--- src/rtl/snn_pkg.sv ---
// Shared SNN definitions: channel count, default widths and encoder FSM states.
// Used by the spike encoder, the neuron and the synapse blocks.
// No ports; constants and types only.
package snn_pkg;

  // Synapse / channel count of the neuron array.
  localparam int SNN_S      = 42;
  // Default intensity width; an encoding window is 2^SNN_WIDTH steps.
  localparam int SNN_WIDTH  = 8;
  // Default prescale width.
  localparam int SNN_PWIDTH = 8;

  typedef enum logic [1:0] {
    ST_IDLE = 2'd0,
    ST_RUN  = 2'd1,
    ST_DONE = 2'd2
  } enc_state_e;

endpackage

--- src/rtl/spike_encoder42s_step_timer.sv ---
// Step timer: prescale counter c (0..P, wraps) plus step counter s.
// Ports: i_clk, i_rst_n, i_clr (zero both counters), i_en (count), i_prescale (P),
//        o_bound (c==0), o_step (s), o_last (c==P on the final step).
module spike_encoder42s_step_timer #(
  parameter int p_width  = 8,
  parameter int p_pwidth = 8
) (
  input  logic                i_clk,
  input  logic                i_rst_n,
  input  logic                i_clr,
  input  logic                i_en,
  input  logic [p_pwidth-1:0] i_prescale,
  output logic                o_bound,
  output logic [p_width-1:0]  o_step,
  output logic                o_last
);

  logic [p_pwidth-1:0] c_q, c_d;
  logic [p_width-1:0]  s_q, s_d;
  logic                wrap;

  assign wrap    = (c_q == i_prescale);
  assign o_bound = (c_q == '0);
  assign o_step  = s_q;
  assign o_last  = wrap && (s_q == {p_width{1'b1}});

  always_comb begin
    c_d = c_q;
    s_d = s_q;
    if (i_clr) begin
      c_d = '0;
      s_d = '0;
    end else if (i_en) begin
      if (wrap) begin
        c_d = '0;
        s_d = s_q + 1'b1;
      end else begin
        c_d = c_q + 1'b1;
      end
    end
  end

  always_ff @(posedge i_clk or negedge i_rst_n) begin
    if (!i_rst_n) begin
      c_q <= '0;
      s_q <= '0;
    end else begin
      c_q <= c_d;
      s_q <= s_d;
    end
  end

endmodule

--- src/rtl/spike_encoder42s.sv ---
// Time-to-first-spike encoder: 42 intensities -> one-cycle spikes, brighter fires earlier.
// Ports: i_clk, i_rst_n, i_start/i_stop (window control), i_pixel (packed intensities),
//        i_prescale (cycles per step - 1), o_event[42:1], o_step, o_busy, o_done.
module spike_encoder42s
  import snn_pkg::*;
#(
  parameter int p_width  = SNN_WIDTH,
  parameter int p_s      = SNN_S,
  parameter int p_pwidth = SNN_PWIDTH
) (
  input  logic                     i_clk,
  input  logic                     i_rst_n,
  input  logic                     i_start,
  input  logic                     i_stop,
  input  logic [p_s*p_width-1:0]   i_pixel,
  input  logic [p_pwidth-1:0]      i_prescale,
  output logic [p_s:1]             o_event,
  output logic [p_width-1:0]       o_step,
  output logic                     o_busy,
  output logic                     o_done
);

  enc_state_e               state_q, state_d;
  logic [p_s*p_width-1:0]   pix_q, pix_d;
  logic [p_pwidth-1:0]      pre_q, pre_d;
  logic [p_s:1]             fired_q, fired_d;
  logic [p_s:1]             event_q, event_d;
  logic [p_width-1:0]       step_q, step_d;
  logic                     busy_q, busy_d;
  logic                     done_q, done_d;

  logic                     start_acc;
  logic                     run_live;
  logic                     t_bound;
  logic                     t_last;
  logic [p_width-1:0]       t_step;
  logic [p_s:1]             fire_vec;

  // A start is only honoured in IDLE; a stop only matters once a window is active.
  assign start_acc = (state_q == ST_IDLE) && i_start;
  // RUN cycle that is not being aborted: the only cycles that may emit spikes.
  assign run_live  = (state_q == ST_RUN) && !i_stop;

  spike_encoder42s_step_timer #(
    .p_width  (p_width),
    .p_pwidth (p_pwidth)
  ) u_timer (
    .i_clk      (i_clk),
    .i_rst_n    (i_rst_n),
    .i_clr      (start_acc),
    .i_en       (state_q == ST_RUN),
    .i_prescale (pre_q),
    .o_bound    (t_bound),
    .o_step     (t_step),
    .o_last     (t_last)
  );

  // Channel i fires on the step (2^w-1)-pix at the first cycle of that step.
  // Zero intensity would map onto the final step, so it is excluded explicitly.
  for (genvar gi = 1; gi <= p_s; gi++) begin : g_ch
    logic [p_width-1:0] pix;
    assign pix          = pix_q[gi*p_width-1 -: p_width];
    assign fire_vec[gi] = t_bound && (pix != '0) &&
                          (t_step == ({p_width{1'b1}} - pix)) && !fired_q[gi];
  end

  always_comb begin
    state_d = state_q;
    case (state_q)
      ST_IDLE: if (i_start) state_d = ST_RUN;
      ST_RUN: begin
        if (i_stop)      state_d = ST_IDLE;
        else if (t_last) state_d = ST_DONE;
      end
      ST_DONE: state_d = ST_IDLE;
      default: state_d = ST_IDLE;
    endcase
  end

  always_comb begin
    pix_d   = pix_q;
    pre_d   = pre_q;
    fired_d = fired_q;
    if (start_acc) begin
      pix_d   = i_pixel;
      pre_d   = i_prescale;
      fired_d = '0;
    end else if (run_live) begin
      fired_d = fired_q | fire_vec;
    end
    // Outputs are registered views of the cycle just finished, so an abort
    // clears them on the same edge that leaves RUN/DONE.
    event_d = run_live ? fire_vec : '0;
    step_d  = run_live ? t_step : '0;
    busy_d  = run_live;
    done_d  = (state_q == ST_DONE) && !i_stop;
  end

  always_ff @(posedge i_clk or negedge i_rst_n) begin
    if (!i_rst_n) begin
      state_q <= ST_IDLE;
      pix_q   <= '0;
      pre_q   <= '0;
      fired_q <= '0;
      event_q <= '0;
      step_q  <= '0;
      busy_q  <= 1'b0;
      done_q  <= 1'b0;
    end else begin
      state_q <= state_d;
      pix_q   <= pix_d;
      pre_q   <= pre_d;
      fired_q <= fired_d;
      event_q <= event_d;
      step_q  <= step_d;
      busy_q  <= busy_d;
      done_q  <= done_d;
    end
  end

  assign o_event = event_q;
  assign o_step  = step_q;
  assign o_busy  = busy_q;
  assign o_done  = done_q;

endmodule

--- config.mk ---
export PLATFORM = sky130hd
export DESIGN_NAME = spike_encoder42s
export DESIGN_NICKNAME = d
export VERILOG_FILES = /design/src/rtl/snn_pkg.sv /design/src/rtl/spike_encoder42s_step_timer.sv /design/src/rtl/spike_encoder42s.sv
export SDC_FILE = /design/constraint.sdc
export NUM_CORES = 1
export LEC_CHECK = 0
export CAP_MARGIN = 15
export CORE_MARGIN = 8
export CORE_UTILIZATION = 45
export CTS_CLUSTER_DIAMETER = 120
export DETAILED_ROUTE_END_ITERATION = 10
export GPL_TIMING_DRIVEN = 1
export PLACE_DENSITY = 0.7
export RECOVER_POWER = 50
export SETUP_SLACK_MARGIN = 0.2
export SYNTH_ARGS = -nofsm -noshare
export SYNTH_HDL_FRONTEND = slang
export SYNTH_SLANG_ARGS = --single-unit
--- constraint.sdc ---
create_clock -name i_clk -period 3.9 [get_ports i_clk]
set_clock_uncertainty 0.05 [all_clocks]
set_input_delay 0.78 -clock i_clk [delete_from_list [all_inputs] [get_ports i_clk]]
set_output_delay 0.78 -clock i_clk [all_outputs]
set_load 0.005 [all_outputs]
* Word level (Yosys, flattened, before mapping)
Cells that the tools add are included.
** Word-level totals
- Flip-flop bits (word level) :: 456
- Input bits :: 348
- Output and inout bits :: 52
- Logic and storage cells :: 339
** Cells by class
- Add/sub/neg operators :: 44
- Equal/unequal tests :: 48
- Muxes and demuxes :: 14
- Bitwise operators :: 1
- Reduce and logical (&&, ||, !) cells :: 222
** Operators with widths (number)
- 8-bit equality test :: 43
- 8-bit nonzero test :: 42
- 8-bit subtractor (first input constant) :: 42
- 1-bit logical AND :: 130
- 42-bit two-way mux :: 3
- 8-bit two-way mux :: 7
- 1-bit logical NOT :: 43
- 42-bit bitwise OR :: 1
- 8-bit by 1-bit adder with 8-bit output (second input constant) :: 2
- 8-bit equality test (second input constant) :: 1
- 8-bit logical NOT :: 1
- 2-bit two-way mux :: 3
- 2-bit nonzero test :: 3
- 2-bit case mux with 2 select lines :: 1
- 2-bit AND reduction :: 2
- 3-bit inequality test (second input constant) :: 1
- 2-bit by 1-bit equality test with 1-bit output (second input constant) :: 1
- 2-bit equality test (second input constant) :: 1
- 2-bit logical NOT :: 1
- 2-bit inequality test (second input constant) :: 1

* Longest topological paths before layout
Gate-level depths: netlist of the first run.
- Depth after elaboration :: 7
- Gate-level depth with buffers :: 9

* Modules after synthesis
Synthesis of the first run repeated with hierarchy kept, for this count alone.
** Second synthesis, totals
- Cells, all modules :: 2439
- Area, all modules :: 22256.3 um^2
** By module, submodules not included
- spike_encoder42s :: instances 1, cells each 2330, area each 21200.3 um^2
- spike_encoder42s_step_timer :: instances 1, cells each 109, area each 1056.0 um^2

* Least setup slack after synthesis of the first run
Ideal clock, no wire load.
- Path type :: input port to flip-flop
- Start point :: in i_start
- End point :: reg fired_q[18] (netlist bit)
- Setup time :: 136 ps
- Data arrival time :: 1784 ps
- Slack :: 1930 ps
- Stages on the path :: 4
- Buffers on the path :: 2
- Cells stage by stage :: nor3b_1 > clkbuf_1 > clkbuf_1 > a21oi_1
** Between the ends
- Longest elaborated chain between the ends :: 2
** Ends and longest elaborated chain
- start: declaration :: line spike_encoder42s.sv:13 : input logic i_start,
- 1-bit logical AND * :: line spike_encoder42s.sv:40 : assign start_acc = (state_q == ST_IDLE) && i_start;
- 42-bit two-way mux / 2-bit nonzero test (equally long branches)
- end signal: assignment :: line spike_encoder42s.sv:113 : fired_q <= fired_d;
- end: declaration :: line spike_encoder42s.sv:26 : logic [p_s:1] fired_q, fired_d;
Mark *: on every way between the ends. The rest lies on a longest branch, timed or not.
A chain may end at the register's enable or synchronous reset.

* Worst setup path after layout of the first run
- Start point :: reg u_timer.s_q[3] (netlist: u_timer.o_step[3])
- End point :: reg fired_q[39] (netlist bit)
** Between the ends
- Longest elaborated chain between the ends :: 6
** Ends and longest elaborated chain
- start: declaration :: line spike_encoder42s_step_timer.sv:19 : logic [p_width-1:0] s_q, s_d;
- start signal: assignment :: line spike_encoder42s_step_timer.sv:46 : s_q <= '0;
- start signal: assignment :: line spike_encoder42s_step_timer.sv:49 : s_q <= s_d;
- 8-bit equality test :: line spike_encoder42s.sv:64 : (t_step == ({p_width{1'b1}} - pix)) && !fired_q[gi];
- 1-bit logical AND :: line spike_encoder42s.sv:63 : assign fire_vec[gi] = t_bound && (pix != '0) &&
- 1-bit logical AND :: line spike_encoder42s.sv:64
- 42-bit bitwise OR :: line spike_encoder42s.sv:89 : fired_d = fired_q | fire_vec;
- 42-bit two-way mux :: line spike_encoder42s.sv:88 : end else if (run_live) begin
- 42-bit two-way mux :: line spike_encoder42s.sv:84 : if (start_acc) begin
No other way between the ends. The select of a mux whose other input is x is not followed.

==> results of run 1 <==
## metrics by stage
step	util	setup slack [ns]	cells	hold slack, ns	area (µm²)
6_report	0.585	0.926	3394	0.126	27800
3_5_place_dp	0.548	0.936	3294	0.363	26100
3_3_place_gp	0.548	0.974	3294	0.360	26100
2_1_floorplan	-	1.93	2382	0.353	21600
4_1_cts	0.586	1.42	3385	0.210	27800
5_1_grt	0.585	0.796	3392	0.219	27800
## power groups by stage
stage               combinational (µW)  sequential [µW]  clock (µW)
floorplan                         1570             6070           0
detailed placement                2360             6290           0
finish                            2350             6230        5070
CTS                               2370             6210        5170
global route                      2650             6310        5350
global placement                  2260             6260           0
## worst max-delay path, stage by stage (launching register included)
cell and delay [ns]:
dfrtp_4 0.71, clkbuf_2 1.18, xnor2_1 0.19, nor4_1 0.36
nand4_1 0.17, a21oi_1 0.19
## registers in the layout, summed over array words and instances (netlist names)
register        flops
o_event            42
pix_q             336
state_q             2
o_busy              1
u_timer.c_q         8
pre_q               8
fired_q            42
o_step              8
o_done              1
u_timer.o_step      8
## Yosys cell counts (2+ instances only)
| library cell | n |
|---|---|
| o21a_1 | 30 |
| clkbuf_1 | 58 |
| o21ai_0 | 4 |
| mux2i_1 | 7 |
| nor3_1 | 11 |
| inv_1 | 16 |
| nor3b_1 | 2 |
| nand4_1 | 83 |
| xnor2_1 | 105 |
| nor4_1 | 97 |
| dfrtp_1 | 456 |
| nor2_1 | 14 |
| nand2_1 | 1058 |
| buf_2 | 61 |
| o311ai_0 | 2 |
| or2_2 | 5 |
| nand3_1 | 4 |
| ha_1 | 3 |
| and4_1 | 6 |
| buf_4 | 18 |
| buf_6 | 3 |
| xor2_1 | 244 |
| and2_1 | 10 |
| nor2b_1 | 30 |
| a21oi_1 | 12 |
| and3_1 | 3 |
| or4_1 | 31 |
## final timing paths
path,startpoint,end,cells after the start
worst min register to register,fired_q[29],o_event[29],1
worst max-delay path,u_timer.o_step[3],fired_q[39],5
worst min-delay path,i_rst_n,pix_q[61],1
max in group asynchronous,i_rst_n,pix_q[129],2
min in group i_clk,fired_q[29],o_event[29],1
worst max register to register,u_timer.o_step[3],fired_q[39],5
## metal layers
metal | wire length, µm | vias up | GRT usage
li1 | - | 8323 | -
met1 | 28900 | 8701 | 0.304
met2 | 31800 | 527 | 0.389
met3 | 3580 | 115 | 0.0426
met4 | 1820 | 4 | 0.0883
met5 | 30 | - | 0
## layout make-up
| class | instances | area, µm² |
|---|---|---|
| clock inverter | 19 | 297 |
| multi-input combinational | 1769 | 9400 |
| inverter | 17 | 63.8 |
| timing repair buffer | 437 | 4340 |
| fill | 4066 | 19700 |
| clock buffer | 72 | 1480 |
| antenna | 9 | 22.5 |
| sequential | 456 | 11400 |
| tap | 615 | 769 |
## cell families after synthesis
group / share of synthesized area
AND/OR/NAND/NOR: 0.272
flip-flops: 0.529
XOR/XNOR: 0.142
buffers and inverters: 0.0351
AO/OA/AOI/OAI: 0.0164
multiplexers: 0.00325
adder cells (fa/ha/maj): 0.00174
==> summary.md, run 1 <==
| Metric | Value |
|---|---|
| Outcome | finished with violations |
| Failing checks | max-capacitance violations, max-slew violations |
| CTS sink count | about 460 |
| Most used DFF post-synth | dfrtp_1 |
| Routability cong. | about 0.83 |
| Ranking of synthesized cells by area | dfrtp_1 (53%), nand2_1 (18%), xor2_1 (9.9%), xnor2_1 (4.3%), nor4_1 (2.8%) |
| Fin. Hold Viols | 0 |
| Max Fanout on Critical Path | 31 |
| Number of H-tree levels | 2 |
| Seq/Total Area, Yosys | 0.529 |
| Die ar. | 55,200 µm² |
| Tmin final | 2.97 ns |
| Post-synthesis register bit count | 456 |
| Final wirelength | 66,100 µm |
| IO Port Bufs | 399 |
| WP data required | 4.36 ns |
| Area grow syn2layout | 29.0% |
| DR iter-0 viols | 1,620 |
| Final worst path period share | 0.762 |
| Maximum vdd drop | 284 µV |
| FFs w/ async S/R, synth | 1.00 |
| Clk root buf | clkbuf_16 |
| Initial antenna violation count | 11 |
| Effective utilization at floorplan | 0.453 |
| Worst EP arrival | 3.43 ns |
| Cts repair resizes | 0 |
| CTS tree | built |
| DR vias/cell | 5.21 |
| Commonest cells after routing, fill and taps aside | nand2_1 (1,056), dfrtp_1 (448), clkdlybuf4s50_1 (396) |
| Post-synth net total | roughly 2,700 |
| Clk pwr share | 0.372 |
| Synth cell types | 36 |
| Final global-route overflow total | 0 |
| Max Cap Viol | 3 |
| Setup bufs post-CTS | 0 |
| Register-to-register setup slack | 0.93 ns |
| RSZ-0062 raised after global routing | no |
| Die Span Y | 235 µm |
| All-Layer GR Usage | 0.235 |
| Fmax | 336 MHz |
| Die Wd | between 200 and 250 µm |
| Mapped Area | 21,600 µm² |
| Final antenna-violating net count | 0 |
| Num CTS Buffers | 51 |
| Crit path kind | reg -> reg |
| Vias in the first global route | 18,600 |
| Largest net degree at the start of global routing | 145 |
| Final Total Pwr | about 14,000 µW |
| Syn_area_per_cell | 9.05 µm² |
| Final #Nets | 3,083 |
| Startpoint Class | flip-flop |
| CTS hold repair buffers | 0 |
| EDFF count, synth | 0 |
| HPWL Detailed | 44,000 µm |
| Net Sw Frac | 0.289 |
| Ys Warns | 0 |
| Reg clk slew, reported paths | 0.06 ns |
| Internal power | ~9700 µW |
| Io pins | 400 |
| # DRC | 0 |
| Cell area power density | 491 nW/µm² |
| Most common cell after layout, fill and taps aside | nand2_1 |
| Worst Tran Pin Value | 1.81 ns |
| Slew Limit Fails | 64 |
| Share of layout cells above drive strength 1 | 0.0451 |
| Worst slew margin | -0.205 |
| Core outline area | 47,500 µm² |
| Comb pwr share | 0.172 |
| Endpoints failing setup | 0 |
| LEAKAGE | 0.0138 µW |
| WL/cell | 19.5 µm |
| First-pass GRT wire length | roughly 100,000 µm |
| Net Sw Power | about 3900 µW |
| Critical Path Sink Type | flip-flop |
| Setup TNS Final | 0 ns |
| Part of the power in registers | 0.456 |
| 1st-pass router iterations | 5 |
| Vias | 17,700 |
| Clk_lat worst skew | just under 0.6 ns |
| Synth area leader | dfrtp_1 |
| Hold WC Path Type | in -> async |
| Rows | 80 |
| Post-Synthesis Cells | 2,382 |
| Area share of the leading cell type in the synthesized netlist | 0.529 |
| CTS max path bufs | 3 |
No activity file was read; power rests on OpenSTA's default activity.
==> run 2: changes to the inputs <==
- PLACE_DENSITY: 0.7 -> 0.73
- clock period: 3.9 -> 2.7 ns (I/O delays scaled with it)
==> run 2 against run 1 <==
Against the previous run:
- the flow now finishes without violations
- final area is 0.98% higher
- clock power rose by 40%
- clock-buffer cell count is 3 lower
- final cell count increased by 0.24%
- via count rose by 1.5%
- flip-flop and latch count unchanged
- hold slack better by 0.25 ns
- combinational power grew 49%
- critical path depth grew 3
- highest routed layer unchanged
==> summary.md, run 2 (same netlist as run 1, synthesis figures left out) <==
| Metric | Value |
|---|---|
| WL/cell | 19.4 µm (-0.24%) |
| CTS max path bufs | 3 (unchanged) |
| Comb pwr share | 0.179 (+0.007) |
| Rows | 80 (unchanged) |
| Maximum vdd drop | 479 µV (+69%) |
| Final worst path period share | 0.884 (+0.122) |
| IO Port Bufs | 399 (unchanged) |
| Final global-route overflow total | 0 (unchanged) |
| Setup TNS Final | 0 ns (unchanged) |
| Io pins | 400 (unchanged) |
| RSZ-0062 raised after global routing | no |
| Hold WC Path Type | reg -> reg |
| Core outline area | 47,500 µm² (unchanged) |
| WP data required | 3.15 ns (-1.21 ns) |
| Fin Hold WS | 0.373 ns (+0.247 ns) |
| Effective utilization at floorplan | 0.453 (unchanged) |
| Part of the power in registers | 0.458 (+0.002) |
| Reg clk slew, reported paths | 0.06 ns (about the same) |
| Max incr delay on CP | 0.46 ns (-0.72 ns) |
| Vias in the first global route | 19,000 (+2.0%) |
| Slew Limit Fails | 0 (-100%) |
| Critical Path Sink Type | flip-flop |
| Initial antenna violation count | 9 (-2) |
| Max Fanout on Critical Path | 12 (-61%) |
| Outcome | completed |
| # DRC | 0 (unchanged) |
| Max Cap Viol | 0 (-3) |
| Internal power | 13,900 µW (+43%) |
| Largest net degree at the start of global routing | 120 (-17%) |
| Startpoint Class | flip-flop |
| First-pass GRT wire length | 104,000 µm (+0.15%) |
| Die ar. | 55,200 µm² (unchanged) |
| Share of layout cells above drive strength 1 | 0.0547 (+0.00953) |
| Cell area power density | 697 nW/µm² (+42%) |
| Placed inst area | 26,400 µm² (+1.2%) |
| Vias | 17,900 (+1.5%) |
| Final antenna-violating net count | 0 (unchanged) |
| Routability cong. | 0.842 (+1.3%) |
| Worst Tran Pin Value | 1.11 ns (-0.693 ns) |
| All-Layer GR Usage | 0.235 (about the same) |
| Clk pwr share | 0.363 (-0.009) |
| Commonest cells after routing, fill and taps aside | nand2_1 (1,057), dfrtp_1 (448), clkdlybuf4s50_1 (398) |
| 1st-pass router iterations | 5 (unchanged) |
| Final #Nets | 3,096 (+0.42%) |
| Fin. Hold Viols | 0 (unchanged) |
| Number of H-tree levels | 2 (unchanged) |
| Crit-path slowest cell | dfrtp_1 |
| CTS sink count | 456 (unchanged) |
| CTS tree | built |
| LEAKAGE | 0.0139 µW (+1.1%) |
| Fmax | 419 MHz (+25%) |
| Final Total Pwr | 19,600 µW (+43%) |
| Num CTS Buffers | 50 (-2.0%) |
| Max FFs per register | 336 (unchanged) |
| DR vias/cell | 5.27 (+1.3%) |
| Clk root buf | clkbuf_16 |
| Net Sw Frac | 0.290 (+0.000811) |
| Die Wd | 235 µm (unchanged) |
| Net Sw Power | 5670 µW (+44%) |
| Biggest register | pix_q |
| HPWL Detailed | 45,100 µm (+2.5%) |
| DR iter-0 viols | 1,383 (-15%) |
| Most common cell after layout, fill and taps aside | nand2_1 |
| Final wirelength | 66,100 µm (about the same) |
| Area grow syn2layout | 30.3% |
| Clk_lat worst skew | 0.58 ns (about the same) |
| Die Span Y | 235 µm (unchanged) |
| Crit path kind | reg -> reg |
| Worst EP arrival | 2.84 ns (-0.59 ns) |
| Tmin final | 2.39 ns (-0.586 ns) |
| CP cell instances | and2b_1 -> nand2b_2 -> inv_1 -> clkbuf_1 -> and3_1 -> buf_4 -> nand4_1 -> a21oi_1 |
| Worst slew margin | 0.255 (+0.460) |
| Finished Cell Area | 28,100 µm² (+0.98%) |
| Endpoints failing setup | 0 (unchanged) |
-- run 2: cell types whose count changed in the layout (fill, tap and decap cells not counted), moves of 3 or more --
cell	previous run	this run
clkbuf_1	24	8
buf_12	9	24
buf_4	14	24
clkinv_2	7	11
diode_2	9	6
-- run 2: worst max-delay path: cells and delay by family, from the launching register on --
kind / cells / cell delay [ns]
compound gates: 1 / 0.19
simple gates: 4 / 0.97
buf+inv: 3 / 0.64
flops: 1 / 0.46
-- run 2: cell type report --
| type | instances | area (µm²) |
|---|---|---|
| fill | 4029 | 19500 |
| inverter | 17 | 63.8 |
| tap | 615 | 769 |
| clock buffer | 69 | 1490 |
| clock inverter | 19 | 229 |
| antenna | 6 | 15.0 |
| sequential | 456 | 11400 |
| multi-input combinational | 1769 | 9400 |
| timing repair buffer | 451 | 4680 |
-- run 2: power groups by stage --
stage	registers, µW	clock network, µW	logic, µW
6_report	8970	7100	3510
5_1_grt	9100	7490	3950
4_1_cts	8950	7250	3550
3_5_place_dp	9060	0	3510
3_3_place_gp	9010	0	3390
2_1_floorplan	8760	0	2270
-- run 2: layer usage --
| metal | vias up | GRT usage | part of all wire |
|---|---|---|---|
| met4 | 4 | 0.0993 | 0.039 |
| li1 | 8354 | - | - |
| met3 | 169 | 0.0452 | 0.063 |
| met5 | - | 0 | 0.00041 |
| met2 | 665 | 0.393 | 0.48 |
| met1 | 8743 | 0.296 | 0.42 |
-- run 2: final timing paths --
path | slack [ns] | from | to | cells after the start
max | 0.31 | state_q[1] | fired_q[35] | 8
min | 0.37 | fired_q[31] | o_event[31] | 1
max reg2reg | 0.31 | state_q[1] | fired_q[35] | 8
min reg2reg | 0.37 | fired_q[31] | o_event[31] | 1
max in group asynchronous | 0.61 | i_rst_n | o_step[0] | 4
min in group asynchronous | 0.44 | i_rst_n | pix_q[27] | 2
-- run 2: timing repair --
item                       CTS  global route
setup endpoints to repair    0             1
resized for setup            0             1
setup buffers                0             0
hold buffers                 1             0
hold endpoints to repair    75             0
-- run 2: metrics by stage --
step	util	instances	setup slack, ns
2_1_floorplan	-	2382	0.871
4_1_cts	0.591	3396	0.378
6_report	0.591	3402	0.312
3_3_place_gp	0.555	3307	0.382
3_5_place_dp	0.555	3307	0.342
5_1_grt	0.590	3398	0.155
==> run 3: changes to the inputs <==
- RECOVER_POWER: 50 -> 25
==> run 3 against run 2 <==
Against the previous run:
- maximum frequency up 1.0%
- clock power hardly changed
- critical endpoint is now o_event[20]
- register-to-register slack better by 0.02 ns
- largest cell class unchanged
- final cell count unchanged
- highest routed layer unchanged
- sequential power about the same
- critical path depth is 1 lower
- core utilization barely moved
- sequential share of layout area hardly changed
- die area did not move
- routed wire length hardly changed
==> summary.md, run 3 (same netlist as run 1, synthesis figures left out) <==
| Metric | Value |
|---|---|
| Outcome | completed |
| CTS tree | built |
| WL/cell | 19.4 µm (about the same) |
| Max FFs per register | 336 (unchanged) |
| IO Port Bufs | 399 (unchanged) |
| Worst Tran Pin Value | 1.11 ns (-0.00802 ns) |
| Commonest cells after routing, fill and taps aside | nand2_1 (1,056), dfrtp_1 (448), clkdlybuf4s50_1 (398) |
| Rows | 80 (unchanged) |
| Tmin final | 2.36 ns (-0.0237 ns) |
| Setup TNS Final | 0 ns (unchanged) |
| First-pass GRT wire length | 104,000 µm (unchanged) |
| Clk pwr share | 0.362 (about the same) |
| Delay-heaviest family, CP | simple AND/OR/NAND/NOR gates |
| DR iter-0 viols | 1,399 (+1.2%) |
| Biggest register | pix_q |
| RSZ-0062 raised after global routing | no |
| Worst slew margin | 0.263 (+0.00715) |
| DR vias/cell | 5.27 (about the same) |
| LEAKAGE | 0.0140 µW (+0.13%) |
| # DRC | 0 (unchanged) |
| Max incr delay on CP | 0.46 ns (about the same) |
| WP data required | 3.15 ns (about the same) |
| Max Cap Viol | 0 (unchanged) |
| Most common cell after layout, fill and taps aside | nand2_1 |
| Maximum vdd drop | 479 µV (about the same) |
| Net Sw Frac | 0.290 (about the same) |
| Part of the power in registers | 0.458 (about the same) |
| Largest net degree at the start of global routing | 120 (unchanged) |
| Die Span Y | 235 µm (unchanged) |
| Io pins | 400 (unchanged) |
| Final global-route overflow total | 0 (unchanged) |
| Fill cells | 4,025 (-0.099%) |
| Die ar. | 55,200 µm² (unchanged) |
| Reg clk slew, reported paths | 0.06 ns (about the same) |
| Initial antenna violation count | 9 (unchanged) |
| Effective utilization at floorplan | 0.453 (unchanged) |
| Cell area power density | 697 nW/µm² (about the same) |
| CTS sink count | 456 (unchanged) |
| Max Fanout on Critical Path | 17 (+5) |
| Share of layout cells above drive strength 1 | 0.0557 (+0.00108) |
| Fmax | 423 MHz (+1.0%) |
| Crit path kind | reg -> reg |
| HPWL Detailed | 45,100 µm (unchanged) |
| Number of H-tree levels | 2 (unchanged) |
| Slew Limit Fails | 0 (unchanged) |
| 1st-pass router iterations | 7 (+2) |
| Die Wd | 235 µm (unchanged) |
| Final worst path period share | 0.875 (-0.00877) |
| Clk root buf | clkbuf_16 |
| Endpoints failing setup | 0 (unchanged) |
| Final #Nets | 3,096 (unchanged) |
| Hold WC Path Type | reg -> reg |
| Internal power | 13,900 µW (about the same) |
| Fin. Hold Viols | 0 (unchanged) |
| Final antenna-violating net count | 0 (unchanged) |
| All-Layer GR Usage | 0.235 (unchanged) |
| Clk_lat worst skew | 0.58 ns (about the same) |
| Core outline area | 47,500 µm² (unchanged) |
| CP Buf/Inv Count | 2 (-1) |
| Vias | 17,900 (-0.017%) |
| Crit-path slowest cell | dfrtp_1 |
| Num CTS Buffers | 50 (unchanged) |
| Vias in the first global route | 19,000 (unchanged) |
| Area grow syn2layout | 30.4% (about the same) |
| Finished Cell Area | 28,100 µm² (about the same) |
| CP cell instances | inv_1 -> ha_1 -> nor4b_2 -> nand3_2 -> buf_4 -> nor4_1 -> nor2b_1 |
| Placed inst area | 26,400 µm² (unchanged) |
| Final wirelength | 66,100 µm (about the same) |
| CTS max path bufs | 3 (unchanged) |
| Routability cong. | 0.842 (unchanged) |
| Worst EP arrival | 2.81 ns (-0.03 ns) |
| Comb pwr share | 0.179 (about the same) |
| Startpoint Class | flip-flop |
| Net Sw Power | 5670 µW (about the same) |
| Critical Path Sink Type | flip-flop |
## run 3: changes by cell type in the layout (fill, tap and decap cells not counted), sizes merged
cell / previous run / this run
buf: 49 / 50
clkbuf: 72 / 71
## run 3: path summary, 6_finish.rpt
check | from | endpoint | slack (ns) | cells past startpoint
max in group asynchronous | i_rst_n | pix_q[306] | 0.61 | 4
min reg2reg | fired_q[31] | o_event[31] | 0.37 | 1
min in group asynchronous | i_rst_n | pix_q[27] | 0.44 | 2
min | fired_q[31] | o_event[31] | 0.37 | 1
max reg2reg | u_timer.c_q[1] | o_event[20] | 0.34 | 7
max | u_timer.c_q[1] | o_event[20] | 0.34 | 7
## run 3: metrics by stage
step	setup WS [ns]	hold slack, ns	instances	util	total power, µW
6_report	0.336	0.373	3402	0.591	19600
5_1_grt	0.217	0.383	3398	0.591	20500
4_1_cts	0.378	0.268	3396	0.591	19800
3_5_place_dp	0.342	0.299	3307	0.555	12600
3_3_place_gp	0.382	0.299	3307	0.555	12400
2_1_floorplan	0.871	0.194	2382	-	11000
## run 3: repair_timing
item | CTS | global route
hold buffers | 1 | 0
setup endpoints to repair | 0 | 1
hold endpoints to repair | 75 | 0
resized for setup | 0 | 1
setup buffers | 0 | 0
## run 3: worst reg2reg max path, cell delays in order, from the launching register on
cell and delay, ns:
dfrtp_1 0.46, inv_1 0.13, ha_1 0.14, nor4b_2 0.41, nand3_2 0.14, buf_4 0.27, nor4_1 0.47, nor2b_1 0.21
## run 3: layer usage
layer  track usage  share of wire
met5             0        0.00041
met4        0.0993          0.038
met3        0.0452          0.061
met2         0.393           0.48
met1         0.296           0.42
## run 3: cell type report
type                       count  area (µm²)  area share
antenna                        6        15.0    0.000534
clock buffer                  69        1490      0.0529
clock inverter                19         229     0.00815
inverter                      17        63.8     0.00227
multi-input combinational   1769        9410       0.335
sequential                   456       11400       0.407
tap                          615         769      0.0274
timing repair buffer         451        4680       0.167
## run 3: power by group through the flow
stage / combinational, µW / sequential, µW / clock, µW
6_report: 3510 / 8970 / 7100
4_1_cts: 3550 / 8950 / 7250
3_5_place_dp: 3510 / 9060 / 0
5_1_grt: 3960 / 9100 / 7490
2_1_floorplan: 2270 / 8760 / 0
3_3_place_gp: 3390 / 9010 / 0
